File: config.mk
export PLATFORM = sky130hd
export DESIGN_NAME = uart_main
export DESIGN_NICKNAME = d
export VERILOG_FILES = /design/src/rtl/uart_pkg.sv /design/src/rtl/uart_rx.sv /design/src/rtl/uart_tx.sv /design/src/rtl/uart_main.sv
export SDC_FILE = /design/constraint.sdc
export NUM_CORES = 1
export LEC_CHECK = 0
export ABC_AREA = 1
export CORE_UTILIZATION = 61
export CTS_BUF_LIST = sky130_fd_sc_hd__clkbuf_4 sky130_fd_sc_hd__clkbuf_8
export CTS_CLUSTER_DIAMETER = 30
export DETAILED_ROUTE_END_ITERATION = 12
export PLACE_DENSITY = 0.84
export SLEW_MARGIN = 20
export SYNTH_ARGS = -nofsm -noshare
export SYNTH_HDL_FRONTEND = slang
export SYNTH_SLANG_ARGS = --single-unit
File: constraint.sdc
create_clock -name clk -period 2.4 [get_ports clk]
set_input_delay 0.36 -clock clk [delete_from_list [all_inputs] [get_ports clk]]
set_output_delay 0.36 -clock clk [all_outputs]
set_load 0.1 [all_outputs]
File: src/rtl/uart_pkg.sv
// Shared types for the UART slice: TX/RX state encodings and counter sizing.
package uart_pkg;

  typedef enum logic [1:0] {TX_IDLE, TX_START, TX_DATA, TX_STOP} tx_state_e;

  // RX_WAIT holds off re-arming after a framing error until the line idles high.
  typedef enum logic [2:0] {RX_IDLE, RX_START, RX_DATA, RX_STOP, RX_WAIT} rx_state_e;

  function automatic int cnt_width(input int n);
    return (n > 1) ? $clog2(n) : 1;
  endfunction

endpackage

File: src/rtl/uart_rx.sv
// 8N1 deserialiser: synchroniser, mid-bit sampler and multi-character word assembler.
module uart_rx
  import uart_pkg::*;
#(
  parameter int CPP = 16,
  parameter int BPW = 8,
  parameter int NW  = 2
) (
  input  logic              clk_i,
  input  logic              rst_i,
  input  logic              rx_i,
  output logic              valid_o,
  output logic [NW*BPW-1:0] data_o,
  output rx_state_e         state_o
);

  localparam int CW = cnt_width(CPP);
  localparam int BW = cnt_width(BPW);
  localparam int WW = cnt_width(NW);
  localparam logic [CW-1:0] CLK_LAST  = CW'(CPP - 1);
  localparam logic [CW-1:0] HALF_LAST = CW'(CPP / 2 - 1);
  localparam logic [BW-1:0] BIT_LAST  = BW'(BPW - 1);
  localparam logic [WW-1:0] WORD_LAST = WW'(NW - 1);

  logic [1:0]        sync_q;
  logic              rx_s;
  rx_state_e         state_q, state_d;
  logic [CW-1:0]     clk_cnt_q, clk_cnt_d;
  logic [BW-1:0]     bit_cnt_q, bit_cnt_d;
  logic [WW-1:0]     word_cnt_q, word_cnt_d;
  logic [BPW-1:0]    shreg_q, shreg_d;
  logic [NW*BPW-1:0] buf_q, buf_d;
  logic [NW*BPW-1:0] data_q, data_d;
  logic              valid_q, valid_d;

  assign rx_s = sync_q[1];

  always_ff @(posedge clk_i) begin
    if (rst_i) begin
      sync_q     <= 2'b11;
      state_q    <= RX_IDLE;
      clk_cnt_q  <= '0;
      bit_cnt_q  <= '0;
      word_cnt_q <= '0;
      shreg_q    <= '0;
      buf_q      <= '0;
      data_q     <= '0;
      valid_q    <= 1'b0;
    end else begin
      sync_q     <= {sync_q[0], rx_i};
      state_q    <= state_d;
      clk_cnt_q  <= clk_cnt_d;
      bit_cnt_q  <= bit_cnt_d;
      word_cnt_q <= word_cnt_d;
      shreg_q    <= shreg_d;
      buf_q      <= buf_d;
      data_q     <= data_d;
      valid_q    <= valid_d;
    end
  end

  always_comb begin
    state_d    = state_q;
    clk_cnt_d  = clk_cnt_q;
    bit_cnt_d  = bit_cnt_q;
    word_cnt_d = word_cnt_q;
    shreg_d    = shreg_q;
    buf_d      = buf_q;
    data_d     = data_q;
    valid_d    = 1'b0;
    case (state_q)
      RX_IDLE: begin
        if (!rx_s) begin
          state_d   = RX_START;
          clk_cnt_d = '0;
        end
      end
      RX_START: begin
        // Half a bit in: still low means a real start, high means a glitch.
        if (clk_cnt_q == HALF_LAST) begin
          clk_cnt_d = '0;
          bit_cnt_d = '0;
          state_d   = rx_s ? RX_IDLE : RX_DATA;
        end else begin
          clk_cnt_d = clk_cnt_q + 1'b1;
        end
      end
      RX_DATA: begin
        if (clk_cnt_q == CLK_LAST) begin
          clk_cnt_d = '0;
          shreg_d   = {rx_s, shreg_q[BPW-1:1]};
          bit_cnt_d = bit_cnt_q + 1'b1;
          if (bit_cnt_q == BIT_LAST) begin
            bit_cnt_d = '0;
            state_d   = RX_STOP;
          end
        end else begin
          clk_cnt_d = clk_cnt_q + 1'b1;
        end
      end
      RX_STOP: begin
        if (clk_cnt_q == CLK_LAST) begin
          clk_cnt_d = '0;
          if (rx_s) begin
            for (int i = 0; i < NW; i++) begin
              if (word_cnt_q == WW'(i)) buf_d[i*BPW +: BPW] = shreg_q;
            end
            if (word_cnt_q == WORD_LAST) begin
              data_d     = buf_d;
              valid_d    = 1'b1;
              word_cnt_d = '0;
            end else begin
              word_cnt_d = word_cnt_q + 1'b1;
            end
            state_d = RX_IDLE;
          end else begin
            word_cnt_d = '0;
            buf_d      = '0;
            state_d    = RX_WAIT;
          end
        end else begin
          clk_cnt_d = clk_cnt_q + 1'b1;
        end
      end
      RX_WAIT: begin
        if (rx_s) state_d = RX_IDLE;
      end
      default: state_d = RX_IDLE;
    endcase
  end

  assign valid_o = valid_q;
  assign data_o  = data_q;
  assign state_o = state_q;

endmodule

File: src/rtl/uart_tx.sv
// 8N1 serialiser: latches a multi-character word and sends it as back-to-back characters.
module uart_tx
  import uart_pkg::*;
#(
  parameter int CPP = 16,
  parameter int BPW = 8,
  parameter int NW  = 2
) (
  input  logic              clk_i,
  input  logic              rst_i,
  input  logic              valid_i,
  input  logic [NW*BPW-1:0] data_i,
  output logic              tx_o,
  output logic              ready_o,
  output tx_state_e         state_o
);

  localparam int CW = cnt_width(CPP);
  localparam int BW = cnt_width(BPW);
  localparam int WW = cnt_width(NW);
  localparam logic [CW-1:0] CLK_LAST  = CW'(CPP - 1);
  localparam logic [BW-1:0] BIT_LAST  = BW'(BPW - 1);
  localparam logic [WW-1:0] WORD_LAST = WW'(NW - 1);

  tx_state_e         state_q, state_d;
  logic [CW-1:0]     clk_cnt_q, clk_cnt_d;
  logic [BW-1:0]     bit_cnt_q, bit_cnt_d;
  logic [WW-1:0]     word_cnt_q, word_cnt_d;
  logic [NW*BPW-1:0] shreg_q, shreg_d;
  logic              tx_q, tx_d;

  always_ff @(posedge clk_i) begin
    if (rst_i) begin
      state_q    <= TX_IDLE;
      clk_cnt_q  <= '0;
      bit_cnt_q  <= '0;
      word_cnt_q <= '0;
      shreg_q    <= '0;
      tx_q       <= 1'b1;
    end else begin
      state_q    <= state_d;
      clk_cnt_q  <= clk_cnt_d;
      bit_cnt_q  <= bit_cnt_d;
      word_cnt_q <= word_cnt_d;
      shreg_q    <= shreg_d;
      tx_q       <= tx_d;
    end
  end

  always_comb begin
    state_d    = state_q;
    clk_cnt_d  = clk_cnt_q;
    bit_cnt_d  = bit_cnt_q;
    word_cnt_d = word_cnt_q;
    shreg_d    = shreg_q;
    case (state_q)
      TX_IDLE: begin
        if (valid_i) begin
          state_d    = TX_START;
          shreg_d    = data_i;
          clk_cnt_d  = '0;
          bit_cnt_d  = '0;
          word_cnt_d = '0;
        end
      end
      TX_START: begin
        if (clk_cnt_q == CLK_LAST) begin
          clk_cnt_d = '0;
          state_d   = TX_DATA;
        end else begin
          clk_cnt_d = clk_cnt_q + 1'b1;
        end
      end
      TX_DATA: begin
        if (clk_cnt_q == CLK_LAST) begin
          // The whole word shifts, so the next character lands in the low bits.
          clk_cnt_d = '0;
          shreg_d   = shreg_q >> 1;
          bit_cnt_d = bit_cnt_q + 1'b1;
          if (bit_cnt_q == BIT_LAST) begin
            bit_cnt_d = '0;
            state_d   = TX_STOP;
          end
        end else begin
          clk_cnt_d = clk_cnt_q + 1'b1;
        end
      end
      TX_STOP: begin
        if (clk_cnt_q == CLK_LAST) begin
          clk_cnt_d = '0;
          if (word_cnt_q == WORD_LAST) begin
            state_d = TX_IDLE;
          end else begin
            word_cnt_d = word_cnt_q + 1'b1;
            state_d    = TX_START;
          end
        end else begin
          clk_cnt_d = clk_cnt_q + 1'b1;
        end
      end
      default: state_d = TX_IDLE;
    endcase

    // Line level is registered from the next state so the pin never glitches.
    case (state_d)
      TX_START: tx_d = 1'b0;
      TX_DATA:  tx_d = shreg_d[0];
      default:  tx_d = 1'b1;
    endcase
  end

  assign tx_o    = tx_q;
  assign ready_o = (state_q == TX_IDLE);
  assign state_o = state_q;

endmodule

File: src/rtl/uart_main.sv
// UART top: parallel word in/out over NUM_WORDS back-to-back 8N1 characters.
module uart_main
  import uart_pkg::*;
#(
  parameter  int CLOCKS_PER_PULSE = 16,
  parameter  int W_OUT            = 16,
  parameter  int BITS_PER_WORD    = 8,
  localparam int NUM_WORDS        = W_OUT / BITS_PER_WORD
) (
  input  logic                                    clk,
  input  logic                                    rstn,
  input  logic                                    rx,
  input  logic                                    s_valid,
  input  logic [NUM_WORDS-1:0][BITS_PER_WORD-1:0] s_data,
  output logic                                    tx,
  output logic                                    tx_ready,
  output logic                                    m_valid,
  output logic [W_OUT-1:0]                        m_data,
  output tx_state_e                               tx_state_dbg,
  output rx_state_e                               rx_state_dbg
);

  // Handshake: a TX transfer happens on the cycle s_valid && tx_ready; s_data is
  // captured then and ignored afterwards. RX has no ready: m_valid is a single-cycle
  // pulse and m_data holds the word until the next packet completes.
  uart_tx #(
    .CPP (CLOCKS_PER_PULSE),
    .BPW (BITS_PER_WORD),
    .NW  (NUM_WORDS)
  ) u_tx (
    .clk_i   (clk),
    .rst_i   (rstn),
    .valid_i (s_valid),
    .data_i  (s_data),
    .tx_o    (tx),
    .ready_o (tx_ready),
    .state_o (tx_state_dbg)
  );

  uart_rx #(
    .CPP (CLOCKS_PER_PULSE),
    .BPW (BITS_PER_WORD),
    .NW  (NUM_WORDS)
  ) u_rx (
    .clk_i   (clk),
    .rst_i   (rstn),
    .rx_i    (rx),
    .valid_o (m_valid),
    .data_o  (m_data),
    .state_o (rx_state_dbg)
  );

endmodule

==> impl_metrics.csv <==
group,metric,value,unit
outcome,status,"completed",
clock_network,post_cts_resized,0,
place,dpl_cell_area,0.00359,mm2
timing,slew_viol_final,0,
routing,via_count,2791,
setup_path,crit_fanout,16,
synth,synth_ff_type,"dfxtp_1",
clock_network,clk_pin_slew,0.08,ns
grt,track_usage,24.0,%
setup_path,crit_start,"u_tx.clk_cnt_q[0]",
power_and_ir_drop,p_leak,1.50,nW
setup_path,startpoint_type,"flop",
grt,grt_pass1_wl,10.1,mm
setup_path,end_kind,"flop",
routing,avgRoutedWirePerCell,11.9,um
grt,antenna_found_initial,0,
timing,fin_crit_sh,72.6,%
floorplan,die_w,74.5,um
job,drv_cap,0,
floorplan,dieHeight,74.5,um
grt,grt_pass1_vias,2391,
grt,overflow,0,
routing,ant_nets,0,
grt,grt_max_degree,31,
synth,seq_area_frac_synth,45.6,%
synth,synth.distinct_cells,31,
worst_hold_path,hold_class,"flop to flop",
clock_network,cts_setup_buffers,0,
synth,synth_top_cells_by_count,"88 x nand2_1, 73 x dfxtp_1, 46 x a21oi_1",
clock_network,cts_root_buf,"clkbuf_8",
floorplan,fp.coreArea,0.00507,mm2
routing,viasPerCell,5.34,
power_and_ir_drop,pwr_density_cell,724,mW/mm2
timing,slew_headroom,73.9,%
setup_path,r2r_cells,8,
setup_path,reg2reg_from,"u_tx.clk_cnt_q[0]",
place,globalplace.congestion,0.827,
synth,synth_warnings,0,
power_and_ir_drop,total_power,2.73,mW
layout,antenna_cells,0,
synth,synth_edf_count,0,
routing,wl,6.22,mm
layout,syn2layout_area_growth,17.4,%
timing,max_freq,574,MHz
floorplan,design.portCount,44,
floorplan,initial_core_util,63.2,%
synth,synth_area_leaders,"dfxtp_1 46%, nand2_1 10%, a21oi_1 7.2%, nand3_1 5.0%, inv_1 4.7%",
routing,drc,0,
clock_network,htreeDepth,3,
setup_path,worst-setup-path-type,"flop to flop",
place,dp.cells,507,
timing,hold_viol_final,0,
clock_network,clock_path_buffers,2,
timing,finalSetupTns,0,ns
synth,yosysTopAreaCell,"dfxtp_1",
clock_network,worst_skew_pair.late_latency,0.34,ns
layout,layout-drive-gt1-share,17.0,%
clock_network,cts_buffers,9,
timing,period_needed,1.74,ns
synth,synth_top_area_share,45.6,%
setup_path,rrSetupSlack,0.66,ns
power_and_ir_drop,max-vdd-ir-drop,606,uV
layout,fin_cells,523,
setup_path,cp-endpoint,"u_tx.tx_o",
clock_network,cts.sink_count,73,
setup_path,critical_path_arrival,1.96,ns
setup_path,cp_data_required_time,2.61,ns
timing,setup_viol,0,
timing,fin_skew,0.00844,ns
synth,syn_avg_cell_area,7.82,um2
routing,first_iter_violations,145,
synth,yosysMostFrequentCell,"nand2_1",
timing,rsz0062_at_grt,"false",
layout,nets,474,
clock_network,hold_buffers,0,
timing,worstMarginPinSlew,0.391,ns
synth,synth_seq_cells,73,
synth,netlist_area,0.00321,mm2
place,dp_hpwl,4.35,mm
floorplan,die_area,0.00555,mm2
layout,post-route-util,74.2,%
floorplan,num_rows,26,
synth,syn_inst,410,
clock_network,cts_tree,"done",
setup_path,r2r_end,"u_tx.tx_o",
routing,drt_pass1_iterations,5,
layout,stdcell_area,0.00377,mm2
place,io_buffers,43,
synth,synth_fp_nets,436,
synth,synthArstFlopShare,0,%
final cells by class:
cell class	instances	area, um2
multi-input combinational	275	1480
sequential	73	1460
fill	408	1310
timing repair buffer	47	400
inverter	42	158
clock buffer	12	153
tap	70	87.6
clock inverter	4	28.8
sequential cells by signal (all words and copies together), names as in the netlist:
register / cells
u_rx.shreg_q: 8
u_tx.tx_o: 1
u_tx.shreg_q: 16
u_rx.buf_q: 8
u_tx.state_o: 2
u_rx.bit_cnt_q: 3
u_rx.sync_q: 2
u_tx.bit_cnt_q: 3
u_rx.clk_cnt_q: 4
u_tx.clk_cnt_q: 4
u_rx.word_cnt_q: 1
u_rx.data_o: 16
u_tx.word_cnt_q: 1
u_rx.state_o: 3
u_rx.valid_o: 1
metal layers:
metal,global-route usage (%),vias up,routed length [um]
li1,-,1437,-
met1,28.8,1277,2730
met2,40.9,72,3130
met3,7.32,5,314
met4,8.18,0,44
met5,0,-,0
cells by family (layout without fill, tap and decap cells):
| kind of cell | count (synthesis) | count (layout) | share of synthesized area [%] |
|---|---|---|---|
| buffers and inverters | 62 | 105 | 8.50 |
| AO/OA/AOI/OAI | 101 | 101 | 18.4 |
| AND/OR/NAND/NOR | 166 | 166 | 24.6 |
| adder cells (fa/ha/maj) | 6 | 6 | 2.34 |
| flip-flops | 73 | 73 | 45.6 |
| XOR/XNOR | 2 | 2 | 0.546 |
cell usage in the layout (no fill, tap or decap), types with 3 or more instances in the layout:
| master | synthesis | layout |
|---|---|---|
| a21oi_1 | 46 | 46 |
| a22oi_1 | 8 | 8 |
| a31oi_1 | 6 | 6 |
| buf_4 | 3 | 28 |
| clkbuf_8 | 0 | 10 |
| clkdlybuf4s50_1 | 0 | 19 |
| dfxtp_1 | 73 | 73 |
| ha_1 | 6 | 6 |
| inv_1 | 40 | 40 |
| nand2_1 | 88 | 88 |
| nand2_2 | 4 | 4 |
| nand3_1 | 32 | 32 |
| nand3_2 | 4 | 4 |
| nor2_1 | 22 | 22 |
| nor2_4 | 6 | 7 |
| o211ai_1 | 8 | 8 |
| o21ai_0 | 21 | 21 |
| o21ai_2 | 9 | 9 |
| or2_2 | 3 | 3 |
through the flow:
| stage | hold WS [ns] | setup slack, ns |
|---|---|---|
| 6_report | 0.411 | 0.658 |
| 2_1_floorplan | 0.389 | 0.151 |
| 3_5_place_dp | 0.394 | 0.569 |
| 5_1_grt | 0.423 | 0.507 |
| 3_3_place_gp | 0.392 | 0.617 |
| 4_1_cts | 0.412 | 0.659 |
worst min path at each step:
stage	from	end	slack, ns	cells past startpoint
final	u_rx.sync_q[0]	u_rx.sync_q[1]	0.41	1
after global routing	u_rx.sync_q[0]	u_rx.sync_q[1]	0.42	1
after CTS	u_rx.sync_q[0]	u_rx.sync_q[1]	0.41	1
after detailed placement	u_rx.sync_q[0]	u_rx.sync_q[1]	0.39	1
after global placement	u_rx.sync_q[0]	u_rx.sync_q[1]	0.39	1
after floorplan	u_rx.sync_q[0]	u_rx.sync_q[1]	0.39	1
power breakdown:
group | leakage (nW) | internal, mW | switching [mW]
sequential | 0.593 | 1.26 | 0.0542
clock | 0.0894 | 0.427 | 0.445
combinational | 0.823 | 0.166 | 0.374
total | 1.50 | 1.85 | 0.873
critical path, cell delays in order, from the launching register on:
cell     delay (ns)
dfxtp_1        0.39
ha_1           0.22
nand3_2        0.19
nor2_4         0.37
nand2_1        0.11
nand3_1        0.12
nand2_1        0.08
nand2_1        0.07
nand3_1        0.07
No activity file was read; power rests on OpenSTA's default activity.
